$ cat config.mk
export PLATFORM = sky130hd
export DESIGN_NAME = uart_rx_core
export DESIGN_NICKNAME = d
export VERILOG_FILES = /design/src/rtl/uart_rx_core.sv
export SDC_FILE = /design/constraint.sdc
export NUM_CORES = 1
export LEC_CHECK = 0
export CORE_MARGIN = 8
export CORE_UTILIZATION = 45
export CTS_CLUSTER_DIAMETER = 200
export DETAILED_ROUTE_END_ITERATION = 10
export GPL_TIMING_DRIVEN = 0
export HOLD_SLACK_MARGIN = 0.08
export PLACE_DENSITY_LB_ADDON = 0.1
export SYNTH_ARGS = -nofsm -noshare
export SYNTH_HDL_FRONTEND = slang
export SYNTH_SLANG_ARGS = --single-unit
$ cat constraint.sdc
create_clock -name clk -period 5.3 [get_ports clk]
set_input_delay 1.06 -clock clk [delete_from_list [all_inputs] [get_ports clk]]
set_output_delay 1.06 -clock clk [all_outputs]
set_load 0.02 [all_outputs]
$ cat src/rtl/uart_rx_core.sv
// uart_rx_core
//   Parametrised UART receive engine. Generates its own oversampling tick,
//   takes a 3-sample majority vote at mid-bit, checks parity and stop bits
//   and hands each word to the consumer through a one-entry valid/ready
//   holding register.
//
//   Optional feature macro: UART_RX_BREAK_DETECT_EN
//     defined   : all-zero frames are reported as a one-cycle rx_break pulse
//                 and are not delivered; FSM waits in BREAK for a 1 bit.
//     undefined : rx_break tied 0; all-zero frames deliver 0 with frame error.
//
// Ports
//   clk            system clock, rising edge
//   rst_n          asynchronous active-low reset
//   rxd            serial line, asynchronous, idle high
//   rx_data        received word (DATA_BITS wide), stable while rx_valid
//   rx_valid       holding register full
//   rx_ready       consumer accepts; pop on rx_valid && rx_ready
//   rx_frame_err   stop-bit sample was 0 for the held word
//   rx_parity_err  parity mismatch for the held word
//   rx_overrun     held word overwrote an unpopped word
//   rx_break       one-cycle break pulse
//
// state  | meaning
// IDLE   | waiting for a low line on a tick
// START  | validating start bit (majority 0 keeps going)
// DATA   | shifting in DATA_BITS bits, LSB first
// PARITY | sampling and checking the parity bit
// STOP   | sampling STOP_BITS stop bits
// BREAK  | all-zero frame seen, waiting for a majority-1 bit
module uart_rx_core #(
  parameter int CLK_FREQ   = 50000000,
  parameter int BAUD       = 115200,
  parameter int OVERSAMPLE = 16,
  parameter int DATA_BITS  = 8,
  parameter int PARITY     = 0,
  parameter int STOP_BITS  = 1
) (
  input  logic                 clk,
  input  logic                 rst_n,
  input  logic                 rxd,
  output logic [DATA_BITS-1:0] rx_data,
  output logic                 rx_valid,
  input  logic                 rx_ready,
  output logic                 rx_frame_err,
  output logic                 rx_parity_err,
  output logic                 rx_overrun,
  output logic                 rx_break
);

  localparam int DIV_RAW = CLK_FREQ / (BAUD * OVERSAMPLE);
  localparam int DIV     = (DIV_RAW < 1) ? 1 : DIV_RAW;
  localparam int TW      = $clog2(DIV + 1);
  localparam int SW      = $clog2(OVERSAMPLE);
  localparam int BW      = 4;

  localparam logic [SW-1:0] S_LO  = SW'(OVERSAMPLE/2 - 1);
  localparam logic [SW-1:0] S_MID = SW'(OVERSAMPLE/2);
  localparam logic [SW-1:0] S_HI  = SW'(OVERSAMPLE/2 + 1);
  localparam logic [SW-1:0] S_END = SW'(OVERSAMPLE - 1);

  localparam logic [2:0] ST_IDLE   = 3'd0;
  localparam logic [2:0] ST_START  = 3'd1;
  localparam logic [2:0] ST_DATA   = 3'd2;
  localparam logic [2:0] ST_PARITY = 3'd3;
  localparam logic [2:0] ST_STOP   = 3'd4;
`ifdef UART_RX_BREAK_DETECT_EN
  localparam logic [2:0] ST_BREAK  = 3'd5;
`endif

  logic                 sync1, sync2;
  logic [TW-1:0]        tcnt;
  logic                 tick;
  logic [2:0]           state;
  logic [SW-1:0]        s_cnt;
  logic [BW-1:0]        bit_cnt;
  logic                 smp_a, smp_b;
  logic                 maj;
  logic [DATA_BITS-1:0] shreg;
  logic                 ferr_acc;
  logic                 par_calc;
  logic                 load_pend, pend_ferr, pend_perr;
  logic                 last_stop;

  // free-running down-counter, tick on terminal count
  assign tick = (tcnt == '0);

  always_ff @(posedge clk or negedge rst_n) begin
    if (!rst_n) tcnt <= '0;
    else        tcnt <= tick ? TW'(DIV - 1) : tcnt - 1'b1;
  end

  always_ff @(posedge clk or negedge rst_n) begin
    if (!rst_n) begin
      sync1 <= 1'b1;
      sync2 <= 1'b1;
    end else begin
      sync1 <= rxd;
      sync2 <= sync1;
    end
  end

  // third sample is the live synchronised value at s = OVERSAMPLE/2+1
  assign maj       = (smp_a & smp_b) | (smp_a & sync2) | (smp_b & sync2);
  assign last_stop = (bit_cnt == BW'(STOP_BITS - 1));

  always_comb begin
    par_calc = 1'b0;
    if (PARITY == 1)      par_calc = ~(^shreg ^ maj);
    else if (PARITY == 2) par_calc = ^shreg ^ maj;
  end

`ifdef UART_RX_BREAK_DETECT_EN
  logic brk_pulse, zero_acc, par_bit;
  assign rx_break = brk_pulse;
`else
  assign rx_break = 1'b0;
`endif

  always_ff @(posedge clk or negedge rst_n) begin
    if (!rst_n) begin
      state     <= ST_IDLE;
      s_cnt     <= '0;
      bit_cnt   <= '0;
      smp_a     <= 1'b1;
      smp_b     <= 1'b1;
      shreg     <= '0;
      ferr_acc  <= 1'b0;
      load_pend <= 1'b0;
      pend_ferr <= 1'b0;
      pend_perr <= 1'b0;
`ifdef UART_RX_BREAK_DETECT_EN
      brk_pulse <= 1'b0;
      zero_acc  <= 1'b1;
      par_bit   <= 1'b0;
`endif
    end else begin
      load_pend <= 1'b0;
`ifdef UART_RX_BREAK_DETECT_EN
      brk_pulse <= 1'b0;
`endif
      if (tick && state == ST_IDLE) begin
        if (!sync2) begin
          state    <= ST_START;
          s_cnt    <= '0;
          bit_cnt  <= '0;
          ferr_acc <= 1'b0;
          pend_perr <= 1'b0;
`ifdef UART_RX_BREAK_DETECT_EN
          zero_acc <= 1'b1;
          par_bit  <= 1'b0;
`endif
        end
      end else if (tick) begin
        s_cnt <= (s_cnt == S_END) ? '0 : s_cnt + 1'b1;
        if (s_cnt == S_LO)  smp_a <= sync2;
        if (s_cnt == S_MID) smp_b <= sync2;
        case (state)
          ST_START: begin
            if (s_cnt == S_HI && maj) state <= ST_IDLE;
            else if (s_cnt == S_END) begin
              state   <= ST_DATA;
              bit_cnt <= '0;
            end
          end
          ST_DATA: begin
            if (s_cnt == S_HI) shreg <= {maj, shreg[DATA_BITS-1:1]};
            else if (s_cnt == S_END) begin
              if (bit_cnt == BW'(DATA_BITS - 1)) begin
                bit_cnt <= '0;
                state   <= (PARITY != 0) ? ST_PARITY : ST_STOP;
              end else begin
                bit_cnt <= bit_cnt + 1'b1;
              end
            end
          end
          ST_PARITY: begin
            if (s_cnt == S_HI) begin
              pend_perr <= par_calc;
`ifdef UART_RX_BREAK_DETECT_EN
              par_bit   <= maj;
`endif
            end else if (s_cnt == S_END) begin
              state   <= ST_STOP;
              bit_cnt <= '0;
            end
          end
          ST_STOP: begin
            if (s_cnt == S_HI) begin
              if (last_stop) begin
                // leave immediately so a back-to-back start edge is not missed
`ifdef UART_RX_BREAK_DETECT_EN
                if (zero_acc && !maj && shreg == '0 && !par_bit) begin
                  state     <= ST_BREAK;
                  brk_pulse <= 1'b1;
                end else
`endif
                begin
                  state     <= ST_IDLE;
                  load_pend <= 1'b1;
                  pend_ferr <= ferr_acc | ~maj;
                end
              end else begin
                ferr_acc <= ferr_acc | ~maj;
`ifdef UART_RX_BREAK_DETECT_EN
                zero_acc <= zero_acc & ~maj;
`endif
              end
            end else if (s_cnt == S_END) begin
              bit_cnt <= bit_cnt + 1'b1;
            end
          end
`ifdef UART_RX_BREAK_DETECT_EN
          ST_BREAK: begin
            if (s_cnt == S_HI && maj) state <= ST_IDLE;
          end
`endif
          default: state <= ST_IDLE;
        endcase
      end
    end
  end

  always_ff @(posedge clk or negedge rst_n) begin
    if (!rst_n) begin
      rx_data       <= '0;
      rx_valid      <= 1'b0;
      rx_frame_err  <= 1'b0;
      rx_parity_err <= 1'b0;
      rx_overrun    <= 1'b0;
    end else if (load_pend) begin
      rx_data       <= shreg;
      rx_valid      <= 1'b1;
      rx_frame_err  <= pend_ferr;
      rx_parity_err <= pend_perr;
      rx_overrun    <= rx_valid && !rx_ready;
    end else if (rx_valid && rx_ready) begin
      rx_valid      <= 1'b0;
      rx_frame_err  <= 1'b0;
      rx_parity_err <= 1'b0;
      rx_overrun    <= 1'b0;
    end
  end

endmodule

==> summary.md <==
| Metric | Value |
|---|---|
| Status | completed |
| Worst-path clk slew | 0.08 ns |
| WHS Path Cells | 0 |
| Final hold viol count | 0 |
| Routed WL | around 3800 µm |
| Mux cell area share after synthesis | 13.9% |
| Most common cell after layout, fill and taps aside | dfrtp_1 |
| Max VDD drop | 0.000110 V |
| Post-synthesis register bit count | 42 |
| Clock Tree Buf Depth | 2 |
| Critical path class | register to register |
| Num rows | 24 |
| Synth Area in XOR/XNOR | 0.854% |
| PwrDens | 245 nW/µm² |
| # IOs | 17 |
| Register area share after synthesis | 51.5% |
| WP data arrival | 2.76 ns |
| Post-synth EDFFs | 0 |
| Hold Slack | 0.360 ns |
| Ys Warns | 0 |
| Largest net degree at the start of global routing | 43 |
| Post-CTS setup buffers | 0 |
| Post-DR vias/cell | approximately 5.4 |
| Fin Setup TNS | 0 ns |
| Die footprint | 6970 µm² |
| Fill count | about 390 |
| Area Growth Syn to Fin | 16.3% |
| Fin crit period | approximately 2.6 ns |
| Mapped Cells | 177 |
| Rel. slew slack | 12.8% |
| Post-Synth Adder-Cell Area | 4.76% |
| Post-route cell area | 2380 µm² |
| Critical Path, Cell by Cell | inv_1 -> ha_1 -> nor4b_1 -> o21ai_1 -> a211o_1 |
| Clk_lat worst skew | 0.29 ns |
| Via count | 1,374 |
| Yosys top cell area share | a little under half |
| Final period util | 48.6% |
| Syn Area/Cell | 11.6 µm² |
| Crit start category | register |
| Register Area | 1060 µm² |
| First-pass DRT Iterations | 4 |
| Leakage | around 1.1 nW |
| WP data required | 5.48 ns |
| I/O Buffers | 14 |
| Worst-margin pin slew | 1.29 ns |
| Maxcap violations | 0 |
| Initial Util | a little under half |
| Diode count | 0 |
| Ys async rst share | 100% |
| Share of cells above drive strength 1 | around a fifth |
| Final core utilization | a little over half |
| Final nets | between 200 and 250 |
| Global Route Usage Sum | 12.0% |
| Max-slew violation count | 0 |
| First-pass GRT wire length | ~7000 µm |
| # DRC | 0 |
| CP max stage cell | nor4b_1 |
| Placed cell area | 2270 µm² |
| Main combinational cell family by area after synthesis | multiplexers |
| Ys flop type | dfrtp_1 |
| Core area | 4380 µm² |
| Post-synth top area cell | dfrtp_1 |
| Post-synthesis cell type count | 48 |
| Worst Path Max Fanout | 7 |
| Die width | between 80 and 90 µm |
| Skew final | 0.00703 ns |
| Largest cells by area after synthesis | dfrtp_1, mux2_2, mux2_4 |
| Cts bufs inserted | 5 |
| Multi-input logic area | 911 µm² |
| Initial drt markers | between 50 and 60 |
| Worst path max stage delay | 1.03 ns |
| WP buf/inv | 1 |
| CP Capture Type | register |
| Critical path depth in cells | 5 |
| Cell family with most CP delay | simple AND/OR/NAND/NOR gates |
| CTS tree | yes |
| FMAX | a little under 400 MHz |
| HP Class | register to register |
| Routed WL per cell | 15.1 µm |
| GPL Wtd Cong | 0.864 |
| Cts repair resizes | 0 |
| Placed Cells | roughly 250 |
| ANT nets after route | 0 |
| Synthesized cell area | 2050 µm² |
| Initial antenna violation count | 0 |
| H-tree level count | 2 |
| Synth Area in Compound Gates | 11.1% |
| Clock sinks | 42 |
| Congestion Overflow GR | 0 |
| Cells on worst reg2reg path | 5 |
| Vias in the first global route | between 1k and 1.5k |
| Placed wire-length estimate | 2780 µm |
| Hold-fix buffers, CTS | 0 |
| Most frequent cells in the layout | dfrtp_1, nand2_1, clkdlybuf4s50_1 |
| Simple-Gate Fraction of Synth Area | 13.4% |
| Root Driver | clkbuf_8 |
| RSZ-0062 raised after global routing | no |
| Fin cells | approximately 250 |
| Setup Viol. Count Final | 0 |
| Die Ht | 83.5 µm |
synth_stat cells, types with 3 or more instances:
library cell  count
a21o_1            3
or3_1             3
inv_1             9
mux2i_1           3
nor3_1            3
ha_1              7
a31oi_1           3
dfstp_2           4
mux2_4            8
or3b_2            3
dfrtp_1          38
nor2_1            7
clkbuf_1          5
mux2_2           12
a21oi_1           4
nand2_1          13
o21ai_0           7
nand2b_1          3
stage by stage:
stage                     total power [mW]  setup slack [ns]
final                                0.584              2.73
after CTS                            0.594              2.71
after global routing                 0.613              2.49
after detailed placement             0.341              2.71
after global placement               0.340              2.15
after floorplan                      0.331              3.19
per-layer routing:
layer,vias to the layer above,GRT usage [%],wire length [µm]
li1,674,-,-
met1,676,14.0,1800
met2,16,19.6,1800
met3,8,4.20,145
met4,0,4.71,73
met5,-,0,0
power by group:
group / switching, mW / internal [mW] / total (mW)
Clock: 0.109 / 0.141 / 0.250
Sequential: 0.000714 / 0.322 / 0.322
Combinational: 0.00810 / 0.00416 / 0.0123
Total: 0.118 / 0.466 / 0.584
final timing paths:
| kind | end | start | slack, ns |
|---|---|---|---|
| setup / recovery | bit_cnt[3]$_DFFE_PN0P_ | tcnt[0]$_DFF_PN0_ | 2.73 |
| max in group asynchronous | sync1$_DFF_PN1_ | rst_n | 4.31 |
| min in group asynchronous | bit_cnt[0]$_DFFE_PN0P_ | rst_n | 0.72 |
| hold reg to reg | sync2$_DFF_PN1_ | sync1$_DFF_PN1_ | 0.36 |
| setup reg to reg | bit_cnt[3]$_DFFE_PN0P_ | tcnt[0]$_DFF_PN0_ | 2.73 |
| hold / removal | sync2$_DFF_PN1_ | sync1$_DFF_PN1_ | 0.36 |
cell families after synthesis:
| kind of cell | count (synthesis) |
|---|---|
| and+or+nand+nor | 49 |
| DFF | 42 |
| AOI/OAI and AO/OA | 33 |
| muxes | 23 |
| buffers and inverters | 19 |
| adders and majority gates | 8 |
| xor gates and xnor gates | 2 |
| other | 1 |
worst reg2reg max path, stage by stage, from the launching register on:
cell and delay (ns):
dfrtp_1 0.40, inv_1 0.09, ha_1 0.17, nor4b_1 1.03, o21ai_1 0.40, a211o_1 0.39
final cells by class:
class	instances	area share (%)
sequential	42	44.3
multi-input combinational	117	38.2
timing repair buffer	15	6.51
clock buffer	6	3.04
tap	52	2.73
buffer	10	2.26
clock inverter	2	1.57
inverter	9	1.42
registers in the layout, summed over array words and instances (netlist names), 3 cells and up:
| register | cells |
|---|---|
| bit_cnt | 4 |
| rx_data | 8 |
| s_cnt | 4 |
| shreg | 8 |
| state | 3 |
| tcnt | 5 |
No activity file was read; power rests on OpenSTA's default activity.
